`config.mk`:
```
export PLATFORM = sky130hd
export DESIGN_NAME = bf16_add_sequencer_flat
export DESIGN_NICKNAME = d
export VERILOG_FILES = /design/src/rtl/bf16_add_sequencer_if.sv /design/src/rtl/bf16_add_sequencer.sv /design/src/flat_wrapper.sv
export SDC_FILE = /design/constraint.sdc
export NUM_CORES = 1
export LEC_CHECK = 0
export BUFFER_PORTS_ARGS = -buffer_cell sky130_fd_sc_hd__buf_2
export CORE_MARGIN = 5
export CORE_UTILIZATION = 46
export CTS_CLUSTER_DIAMETER = 40
export DETAILED_ROUTE_END_ITERATION = 16
export PLACE_DENSITY = 0.76
export SETUP_SLACK_MARGIN = 0.02
export SLEW_MARGIN = 30
export SYNTH_ARGS = -nofsm -noshare
export SYNTH_HDL_FRONTEND = slang
export SYNTH_SLANG_ARGS = --single-unit
```
`constraint.sdc`:
```
create_clock -name clock -period 4.8 [get_ports clock]
set_clock_uncertainty 0.2 [all_clocks]
set_input_delay 0.24 -clock clock [delete_from_list [all_inputs] [get_ports clock]]
set_output_delay 0.24 -clock clock [all_outputs]
set_load 0.02 [all_outputs]
```
`src/rtl/bf16_add_sequencer_if.sv`:
```
// Operand/result bundle between the scheduler, the bf16 add sequencer and the adder.
// master = sequencer side, slave = environment (scheduler, consumer, adder) side.
interface bf16_add_sequencer_if;
  // Valid/ready: a transfer happens in a cycle where valid and ready are both high;
  // the source holds data stable while valid is high and ready is low.
  logic        in_valid;
  logic        in_ready;
  logic [15:0] in_a;
  logic [15:0] in_b;
  logic        out_valid;
  logic        out_ready;
  logic [15:0] out_sum;
  logic [15:0] add_a;
  logic [15:0] add_b;
  logic [15:0] add_sum;
  logic        add_ready;

  modport master (
    input  in_valid, in_a, in_b, out_ready, add_sum, add_ready,
    output in_ready, out_valid, out_sum, add_a, add_b
  );

  modport slave (
    output in_valid, in_a, in_b, out_ready, add_sum, add_ready,
    input  in_ready, out_valid, out_sum, add_a, add_b
  );
endinterface

```
`src/rtl/bf16_add_sequencer.sv`:
```
// Drives the three-phase bfloat16 adder from an operand stream and queues its sums.
// Optional BF16SEQ_SYNC_CHECK_EN adds a sticky sync_err output and resyncs on early add_ready.
module bf16_add_sequencer #(
  parameter int DEPTH = 4
) (
  input  logic                  clock,
  input  logic                  nreset,
  bf16_add_sequencer_if.master  bus,
`ifdef BF16SEQ_SYNC_CHECK_EN
  output logic                  sync_err,
`endif
  output logic [1:0]            phase_dbg
);
  localparam int PW = (DEPTH > 1) ? $clog2(DEPTH) : 1;
  localparam int CW = $clog2(DEPTH + 1);

  typedef enum logic [1:0] {
    PH_SYNC = 2'd0,
    PH_A    = 2'd1,
    PH_B    = 2'd2,
    PH_CAP  = 2'd3
  } phase_e;

  phase_e          phase_q, phase_d;
  logic            capture, room, accept, push, pop;
  logic [CW:0]     occupancy;
  logic            inflight_q, inflight_d;
  logic [15:0]     hold_a_q, hold_a_d, hold_b_q, hold_b_d;
  logic [15:0]     mem_q [DEPTH];
  logic [15:0]     mem_d [DEPTH];
  logic [PW-1:0]   wr_ptr_q, wr_ptr_d, rd_ptr_q, rd_ptr_d;
  logic [CW-1:0]   count_q, count_d;

  function automatic logic [PW-1:0] ptr_inc(input logic [PW-1:0] p);
    return (p == PW'(DEPTH - 1)) ? '0 : p + PW'(1);
  endfunction

  always_ff @(posedge clock or negedge nreset) begin
    if (!nreset) phase_q <= PH_SYNC;
    else         phase_q <= phase_d;
  end

  always_comb begin
    phase_d = phase_q;
    case (phase_q)
      PH_SYNC: if (bus.add_ready) phase_d = PH_A;
      PH_A:    phase_d = PH_B;
      PH_B:    phase_d = PH_CAP;
      PH_CAP:  phase_d = bus.add_ready ? PH_A : PH_SYNC;
      default: phase_d = PH_SYNC;
    endcase
`ifdef BF16SEQ_SYNC_CHECK_EN
    if (bus.add_ready) phase_d = PH_A;
`endif
  end

  // Accept credit uses registered count only: a pop in this cycle is not credited.
  always_comb begin
`ifdef BF16SEQ_SYNC_CHECK_EN
    capture = bus.add_ready;
`else
    capture = bus.add_ready && (phase_q == PH_SYNC || phase_q == PH_CAP);
`endif
    occupancy     = (CW+1)'(count_q) + (CW+1)'(inflight_q);
    room          = occupancy < (CW+1)'(DEPTH);
    bus.in_ready  = nreset && capture && room;
    bus.out_valid = (count_q != '0);
    accept        = bus.in_valid && bus.in_ready;
    push          = capture && inflight_q;
    pop           = bus.out_valid && bus.out_ready;
  end

  always_comb begin
    inflight_d = inflight_q;
    hold_a_d   = hold_a_q;
    hold_b_d   = hold_b_q;
    mem_d      = mem_q;
    wr_ptr_d   = wr_ptr_q;
    rd_ptr_d   = rd_ptr_q;
    count_d    = count_q;
    if (push) begin
      mem_d[wr_ptr_q] = bus.add_sum;
      wr_ptr_d        = ptr_inc(wr_ptr_q);
      inflight_d      = 1'b0;
    end
    if (accept) begin
      hold_a_d   = bus.in_a;
      hold_b_d   = bus.in_b;
      inflight_d = 1'b1;
    end
    if (pop) rd_ptr_d = ptr_inc(rd_ptr_q);
    case ({push, pop})
      2'b10:   count_d = count_q + CW'(1);
      2'b01:   count_d = count_q - CW'(1);
      default: count_d = count_q;
    endcase
  end

  always_ff @(posedge clock or negedge nreset) begin
    if (!nreset) begin
      inflight_q <= 1'b0;
      hold_a_q   <= '0;
      hold_b_q   <= '0;
      wr_ptr_q   <= '0;
      rd_ptr_q   <= '0;
      count_q    <= '0;
      for (int i = 0; i < DEPTH; i++) mem_q[i] <= '0;
    end else begin
      inflight_q <= inflight_d;
      hold_a_q   <= hold_a_d;
      hold_b_q   <= hold_b_d;
      wr_ptr_q   <= wr_ptr_d;
      rd_ptr_q   <= rd_ptr_d;
      count_q    <= count_d;
      mem_q      <= mem_d;
    end
  end

`ifdef BF16SEQ_SYNC_CHECK_EN
  logic sync_err_q, sync_err_d;

  always_comb begin
    sync_err_d = sync_err_q;
    if ((bus.add_ready && (phase_q == PH_A || phase_q == PH_B)) ||
        (!bus.add_ready && phase_q == PH_CAP))
      sync_err_d = 1'b1;
  end

  always_ff @(posedge clock or negedge nreset) begin
    if (!nreset) sync_err_q <= 1'b0;
    else         sync_err_q <= sync_err_d;
  end

  assign sync_err = sync_err_q;
`endif

  assign bus.add_a   = hold_a_q;
  assign bus.add_b   = hold_b_q;
  assign bus.out_sum = mem_q[rd_ptr_q];
  assign phase_dbg   = phase_q;
endmodule
```
`src/flat_wrapper.sv`:
```
// flat-port wrapper written by rule: the top's interface ports become plain ports
module bf16_add_sequencer_flat 
#(
  parameter int DEPTH = 4
)
  (clock, nreset, phase_dbg, bus_in_valid, bus_in_a, bus_in_b, bus_out_ready, bus_add_sum, bus_add_ready, bus_in_ready, bus_out_valid, bus_out_sum, bus_add_a, bus_add_b);
  bf16_add_sequencer_if bus_i ();
  input  logic clock;
  input  logic nreset;
  output logic [1:0] phase_dbg;
  input wire logic [$bits(bus_i.in_valid)-1:0] bus_in_valid;
  input wire logic [$bits(bus_i.in_a)-1:0] bus_in_a;
  input wire logic [$bits(bus_i.in_b)-1:0] bus_in_b;
  input wire logic [$bits(bus_i.out_ready)-1:0] bus_out_ready;
  input wire logic [$bits(bus_i.add_sum)-1:0] bus_add_sum;
  input wire logic [$bits(bus_i.add_ready)-1:0] bus_add_ready;
  output wire logic [$bits(bus_i.in_ready)-1:0] bus_in_ready;
  output wire logic [$bits(bus_i.out_valid)-1:0] bus_out_valid;
  output wire logic [$bits(bus_i.out_sum)-1:0] bus_out_sum;
  output wire logic [$bits(bus_i.add_a)-1:0] bus_add_a;
  output wire logic [$bits(bus_i.add_b)-1:0] bus_add_b;
  assign bus_i.in_valid = bus_in_valid;
  assign bus_i.in_a = bus_in_a;
  assign bus_i.in_b = bus_in_b;
  assign bus_i.out_ready = bus_out_ready;
  assign bus_i.add_sum = bus_add_sum;
  assign bus_i.add_ready = bus_add_ready;
  assign bus_in_ready = bus_i.in_ready;
  assign bus_out_valid = bus_i.out_valid;
  assign bus_out_sum = bus_i.out_sum;
  assign bus_add_a = bus_i.add_a;
  assign bus_add_b = bus_i.add_b;
  bf16_add_sequencer #(.DEPTH(DEPTH)) u_core (.clock(clock), .nreset(nreset), .bus(bus_i), .phase_dbg(phase_dbg));
endmodule
```
==> reports/results.ini, run 1 <==
[critical_path]
cp_data_required_time_ps=4890
path_common_cell=inv_1
crit_type=reg -> reg
path_max_fanout=9
cp-end-kind=flip-flop
cp-start-kind=flip-flop
cp_slowest_cell=dfrtp_1
path_cells=inv_1 > ha_1 > and3b_2 > inv_1 > ha_1 > inv_1 > fa_1 > xor2_1 > nor2_1 > xor2_1
arrival_ps=2760
cpPeakStageDelay_ps=410

[synth]
synthCells=285
yosysWarnings=0
ys_seq_area_share_pct=54.91
ys_ff_latch=106
synth.distinct_cells=30
synth.avg_cell_area_um2=16.95
synth_area_mm2=0.004831
synth.net_count=348

[clock_network]
cts-resized-gates=0
h-tree-depth=3
clkSlewWorstSetupHoldPaths_ps=100
clock_sinks=106
clkLatencyLatePin_ps=360
clockBufferDepth=2
cts_buffers=9
cts_tree=yes
root_buffer=clkbuf_8

[outcome]
outcome=completed

[sta]
period_share_pct=55.58
slew_headroom_pct=40.92
finalHoldViolCount=0
rsz0062_at_grt=no
slew_violations=0
fin_crit_ps=2668
setup_violations=0
worstMarginPinSlew_ps=886.3
fmax_mhz=374.8
setup_tns_ps=0
whs_ps=90.46

[power]
powerDensity_mw_per_mm2=596.5
p_int_uw=2312
clockPowerShare_pct=15.6
p_sw_uw=1334
p_seq_share_pct=41.9
worst_ir_drop_vdd_uv=273.5
combPwrFrac_pct=42.5
p_leak_uw=0.003095
p_sw_share_pct=36.58

[layout]
fin_nets=503
drive_gt1_share_pct=52.81
syn2layout_area_growth_pct=26.52
final_area_mm2=0.006112
diodes=0

[drt]
routedWlPerCell_um=18.06
wl_mm=10.49
drc=0
drtIter0Drc=169
num_vias=3020
ant_nets=0
drt_first_pass_iters=5
vias_per_cell=5.198

[global_routing]
antenna_found_initial=0
overflow=0
grt_max_degree=65
grt_pass1_wl_mm=16.93
grt_pass1_vias=3354
grtUsageTotal_pct=16.86

[floorplan]
start_util_pct=47.01
coreArea_mm2=0.01028
rows=37
die_x_um=112.5
die-area_mm2=0.01265
io_pins=105
fp.dieH_um=112.5

[placement]
postPlaceCellArea_mm2=0.005403
numPortBuffers=104
place_congestion=0.7174
dpl.hpwl_mm=6.579

[run]
drv_cap=0

[hold_path]
min_path_type=in -> reg

==> layer usage <==
metal | up-vias | routed length, um | GRT usage, % | share of wire [%]
met5 | - | 0 | 0 | 0
met4 | 0 | 343 | 8.894 | 3.3
met3 | 32 | 464 | 3.019 | 4.4
met2 | 92 | 5526 | 29.28 | 53
met1 | 1566 | 4159 | 19.93 | 40
li1 | 1330 | - | - | -
==> worst paths after layout <==
| check | start | endpoint | slack [ps] | cells past startpoint |
|---|---|---|---|---|
| max reg2reg | u_core.phase_dbg[0] | u_core.count_q[2] | 2130 | 10 |
| max | u_core.phase_dbg[0] | u_core.count_q[2] | 2130 | 10 |
| min reg2reg | u_core.count_q[2] | u_core.count_q[2] | 300 | 1 |
| min in group asynchronous | nreset | u_core.mem_q[49] | 210 | 2 |
| min | bus_out_ready | u_core.rd_ptr_q[0] | 90 | 3 |
| max in group asynchronous | nreset | u_core.mem_q[9] | 2970 | 3 |
==> flip-flops by register name, summed over array words and instances, names as in the netlist <==
name / flops
u_core.rd_ptr_q: 2
u_core.phase_dbg: 2
u_core.inflight_q: 1
u_core.wr_ptr_q: 2
u_core.mem_q: 64
u_core.count_q: 3
u_core.bus.add_b: 16
u_core.bus.add_a: 16
==> area by class of cell <==
type | instances | area, um^2
tap | 136 | 170.2
clock inverter | 7 | 76.32
inverter | 11 | 41.29
clock buffer | 9 | 123.9
sequential | 106 | 2653
multi-input combinational | 156 | 2009
timing repair buffer | 156 | 1039
fill | 798 | 4165
==> power groups by stage <==
stage | sequential, uW | clock, uW | combinational, uW
CTS | 1520 | 579 | 1560
finish | 1530 | 568 | 1550
global placement | 1510 | 0 | 1480
detailed placement | 1540 | 0 | 1520
global route | 1570 | 616 | 1660
floorplan | 1610 | 0 | 1000
==> synth_stat cells <==
| cell | count | area share, % |
|---|---|---|
| mux4_2 | 16 | 7.5 |
| mux2_1 | 7 | 1.6 |
| nor3b_1 | 1 | 0.16 |
| mux2_2 | 51 | 12 |
| buf_4 | 1 | 0.16 |
| nand4_2 | 1 | 0.26 |
| xnor2_1 | 1 | 0.18 |
| fa_1 | 1 | 0.41 |
| buf_12 | 5 | 2.1 |
| mux2_4 | 40 | 12 |
| nor2_1 | 3 | 0.23 |
| and2b_1 | 1 | 0.16 |
| a21oi_1 | 2 | 0.21 |
| and3b_2 | 1 | 0.21 |
| and3_1 | 1 | 0.13 |
| buf_2 | 5 | 0.52 |
| ha_1 | 9 | 2.3 |
| o22a_1 | 1 | 0.18 |
| dfrtp_1 | 106 | 55 |
| nand2_8 | 4 | 1.7 |
| or3_1 | 1 | 0.13 |
| clkbuf_1 | 1 | 0.078 |
| xor2_1 | 2 | 0.36 |
| nand2_1 | 4 | 0.31 |
| inv_1 | 11 | 0.85 |
| nor2b_1 | 1 | 0.13 |
| o21ai_0 | 5 | 0.52 |
| and3b_1 | 1 | 0.18 |
| nand3_1 | 1 | 0.10 |
| o31ai_1 | 1 | 0.16 |
==> cell families after synthesis <==
logic type	after synthesis	share of synthesized area, %
muxes	114	33.41
DFF	106	54.91
buffers and inverters	23	3.678
and+or+nand+nor	20	3.652
adders and majority gates	10	2.745
AOI/OAI and AO/OA	9	1.062
xor gates and xnor gates	3	0.5440
==> repair_timing <==
action | CTS | global route
setup buffers | 0 | 0
endpoints found under the hold margin | 140 | 0
hold buffers | 50 | 0
==> worst max-delay path: cells and delay by family, from the launching register on <==
| kind | cells | cell delay (ps) |
|---|---|---|
| AND/OR/NAND/NOR | 2 | 500 |
| adder cells (fa/ha/maj) | 3 | 870 |
| flip-flops | 1 | 410 |
| XOR/XNOR | 2 | 310 |
| buffers and inverters | 3 | 290 |
==> metrics by stage <==
| step | total power, uW | worst slack [ps] | instances | util [%] |
|---|---|---|---|---|
| 4_1_cts | 3666 | 1835 | 581 | 59.39 |
| 2_1_floorplan | 2612 | 2250 | 285 | - |
| 6_report | 3646 | 2132 | 581 | 59.47 |
| 3_5_place_dp | 3062 | 1935 | 515 | 52.57 |
| 5_1_grt | 3854 | 1967 | 581 | 59.47 |
| 3_3_place_gp | 2992 | 2068 | 515 | 52.57 |
==> layout by cell type (no fill, tap or decap), types with 4 or more instances in the layout <==
master / count
mux2_4: 40
inv_1: 11
clkbuf_8: 9
mux2_1: 7
dfrtp_1: 106
nand2_1: 4
mux2_2: 51
o21ai_0: 5
nand2_8: 4
ha_1: 9
buf_2: 103
mux4_2: 16
dlygate4sd3_1: 50
Power figures use the tool's default switching activity.
==> inputs of run 2 (changes only) <==
- ABC_AREA: unset -> 1
- clock period: 4.8 -> 2.5 ns (I/O delays scaled with it)
==> run 2 against run 1 <==
Compared with the run above: sequential cell count is the same; total power is 110% higher; synthesized cell count up 85%; final cell count rose by 40%; sequential share of layout area down 0.071 points; register-to-register slack lost 1900 ps; highest routed layer unchanged; critical endpoint unchanged.
==> reports/results.ini, run 2 <==
[placement]
place_inst=742  ; +44%
dpl.hpwl_mm=7.414  ; +13%
postPlaceCellArea_mm2=0.005388  ; -0.28%
place_congestion=0.7498  ; +4.5%
numPortBuffers=104  ; unchanged
pre_cts_ws_ps=198.7  ; -1737 ps

[sta]
finalHoldViolCount=0  ; unchanged
worstMarginPinSlew_ps=581.7  ; -304.5 ps
rsz0062_at_grt=no
fin_crit_ps=2298  ; -370.1 ps
setup_violations=0  ; unchanged
slew_violations=0  ; unchanged
setup_tns_ps=0  ; unchanged
fin_ws_ps=202.3  ; -1930 ps
slew_headroom_pct=61.22  ; +20 points
fmax_mhz=435.2  ; +16%
period_share_pct=91.91  ; +36 points

[run]
drv_cap=0  ; unchanged

[power]
p_int_uw=4272  ; +85%
p_seq_share_pct=39.2  ; -2.7 points
p_sw_share_pct=43.12  ; +6.5 points
p_sw_uw=3239  ; +140%
clockPowerShare_pct=14.2  ; -1.4 points
p_total_uw=7510  ; +110%
powerDensity_mw_per_mm2=1227  ; +110%
combPwrFrac_pct=46.6  ; +4.1 points
worst_ir_drop_vdd_uv=651.1  ; +140%
p_leak_uw=0.003198  ; +3.3%

[drt]
ant_nets=0  ; unchanged
drc=0  ; unchanged
num_vias=4179  ; +38%
drt_first_pass_iters=5  ; unchanged
routedWlPerCell_um=14.57  ; -19%
drtIter0Drc=375  ; +120%
wl_mm=11.83  ; +13%
vias_per_cell=5.147  ; -0.99%

[synth]
synth.avg_cell_area_um2=9.228  ; -46%
synth_top_area_share_pct=54.54  ; -0.37 points
async_reset_ff_share_pct=100.0  ; unchanged
synth_enable_flop_cells=0  ; unchanged
synthCells=527  ; +85%
ys_seq_area_share_pct=54.54  ; -0.37 points
yosys-top-cells-count=nand2_1 (145), dfrtp_1 (106), o21ai_0 (39), o21ai_1 (39), nor2_1 (34)
yosysTopAreaCell=dfrtp_1
synth.net_count=590  ; +70%
ys_ff_latch=106  ; unchanged
synth_area_mm2=0.004863  ; +0.67%
yosysWarnings=0  ; unchanged
synthFlopType=dfrtp_1
yosysMostFrequentCell=nand2_1
synth_area_leaders=dfrtp_1 (55%), nand2_1 (11%), o21ai_2 (4.5%)
synth.distinct_cells=27  ; -10%

[critical_path]
cp-start-kind=flip-flop
r2r-start=u_core.phase_dbg[1]
crit_type=reg -> reg
worst-r2r-cell-count=12  ; +2
cp-end-kind=flip-flop
rrSetupSlack_ps=200  ; -1930 ps
cp_data_required_time_ps=2540  ; -2350 ps
path_max_fanout=4  ; -5
arrival_ps=2340  ; -420 ps
r2r_end=u_core.count_q[2]

[layout]
syn2layout_area_growth_pct=25.88
layout.cells.non_filler=812  ; +40%
drive_gt1_share_pct=24.41  ; -28 points
diodes=0  ; unchanged
largest_register=u_core.mem_q
layout_common_cells=nand2_1 (145), dfrtp_1 (106), buf_2 (104)
fin_nets=734  ; +46%
largest_register_ffs=64  ; unchanged
final_area_mm2=0.006122  ; +0.16%
final_common_cell=nand2_1

[clock_network]
clkSlewWorstSetupHoldPaths_ps=100  ; about the same
clock_sinks=106  ; unchanged
cts_buffers=9  ; unchanged
h-tree-depth=3  ; unchanged
root_buffer=clkbuf_8
clkLatencyLatePin_ps=360  ; about the same
clockBufferDepth=2  ; unchanged
cts_tree=yes

[floorplan]
rows=37  ; unchanged
fp.dieH_um=112.8  ; +0.31%
io_pins=105  ; unchanged
start_util_pct=47.11  ; +0.10 points
die-area_mm2=0.01273  ; +0.61%
die_x_um=112.8  ; +0.31%
coreArea_mm2=0.01032  ; +0.45%

[global_routing]
overflow=0  ; unchanged
grtUsageTotal_pct=19.03  ; +2.2 points
grt_pass1_vias=4236  ; +26%
antenna_found_initial=0  ; unchanged
grt_pass1_wl_mm=20.12  ; +19%
grt_max_degree=45  ; -31%

[outcome]
outcome=completed

[hold_path]
min_delay_path_depth=3  ; unchanged
min-delay-start=bus_in_valid
hold_end=u_core.bus.add_b[14]
min_path_type=in -> reg

run 2: cell count changes after synthesis, moves of 21 or more:
cell / previous run / this run
o21ai_0: 5 / 39
o21ai_1: 0 / 39
nand2_1: 4 / 145
nand4_1: 0 / 32
inv_1: 11 / 32
mux2_4: 40 / 0
nor2_1: 3 / 34
o21ai_2: 0 / 25
mux2_2: 51 / 0
run 2: repair_timing:
| action | CTS | global route |
|---|---|---|
| buffers inserted | 0 | 2 |
| hold buffers | 52 | 0 |
| gates resized for setup | 0 | 0 |
| endpoints found under the setup margin | 0 | 1 |
| hold endpoints to repair | 206 | 0 |
run 2: worst max-delay path, cell delays in order (launching register included):
cell and delay (ps):
dfrtp_1 380, inv_1 90, ha_1 300, inv_1 50, nand2_2 140, nor2_8 40, inv_1 50, ha_1 150
inv_1 60, fa_1 380, nand2_1 90, nand3b_1 100, xor2_1 150
run 2: metal layers:
layer	part of all wire, %	wire (um)	track usage, %	vias up
met3	8.3	979	5.775	6
met2	49	5795	32.39	166
met4	0.43	51	2.885	0
li1	-	-	-	2027
met5	0	0	0	-
met1	42	5003	24.60	1980
run 2: worst max path at each step:
stage	slack, ps	endpoint	cells past startpoint	from
detailed placement	200	u_core.count_q[2]	12	u_core.phase_dbg[0]
global route	60	u_core.count_q[2]	13	u_core.phase_dbg[0]
global placement	300	u_core.count_q[2]	12	u_core.phase_dbg[0]
finish	200	u_core.count_q[2]	12	u_core.phase_dbg[1]
floorplan	120	u_core.count_q[1]	10	u_core.phase_dbg[0]
CTS	150	u_core.count_q[2]	12	u_core.phase_dbg[0]
run 2: cell families (layout without fill, tap and decap cells):
family,after synthesis,after routing,synth area share [%]
xor gates and xnor gates,2,2,0.3602
adders and majority gates,10,10,2.727
DFF,106,106,54.54
AOI/OAI and AO/OA,119,119,14.59
and+or+nand+nor,224,224,20.45
buffers and inverters,66,215,7.332
run 2: power by group through the flow:
| stage | combinational, uW | sequential, uW | clock, uW |
|---|---|---|---|
| final | 3500 | 2940 | 1060 |
| after CTS | 3500 | 2940 | 1100 |
| after floorplan | 2150 | 3190 | 0 |
| after detailed placement | 3430 | 2950 | 0 |
| after global routing | 3890 | 3050 | 1190 |
| after global placement | 3300 | 2930 | 0 |
run 2: layout make-up:
class / count / area, um^2
clock buffer: 11 / 141.4
clock inverter: 5 / 62.56
fill: 870 / 4202
inverter: 32 / 120.1
multi-input combinational: 355 / 1854
sequential: 106 / 2653
tap: 136 / 170.2
timing repair buffer: 167 / 1121
run 2: through the flow:
stage                     utilization, %  hold slack (ps)
after CTS                          59.20            83.59
final                              59.30            112.8
after detailed placement           52.19           -156.3
after floorplan                        -           -370.6
after global routing               59.30            112.2
after global placement             52.19           -161.2
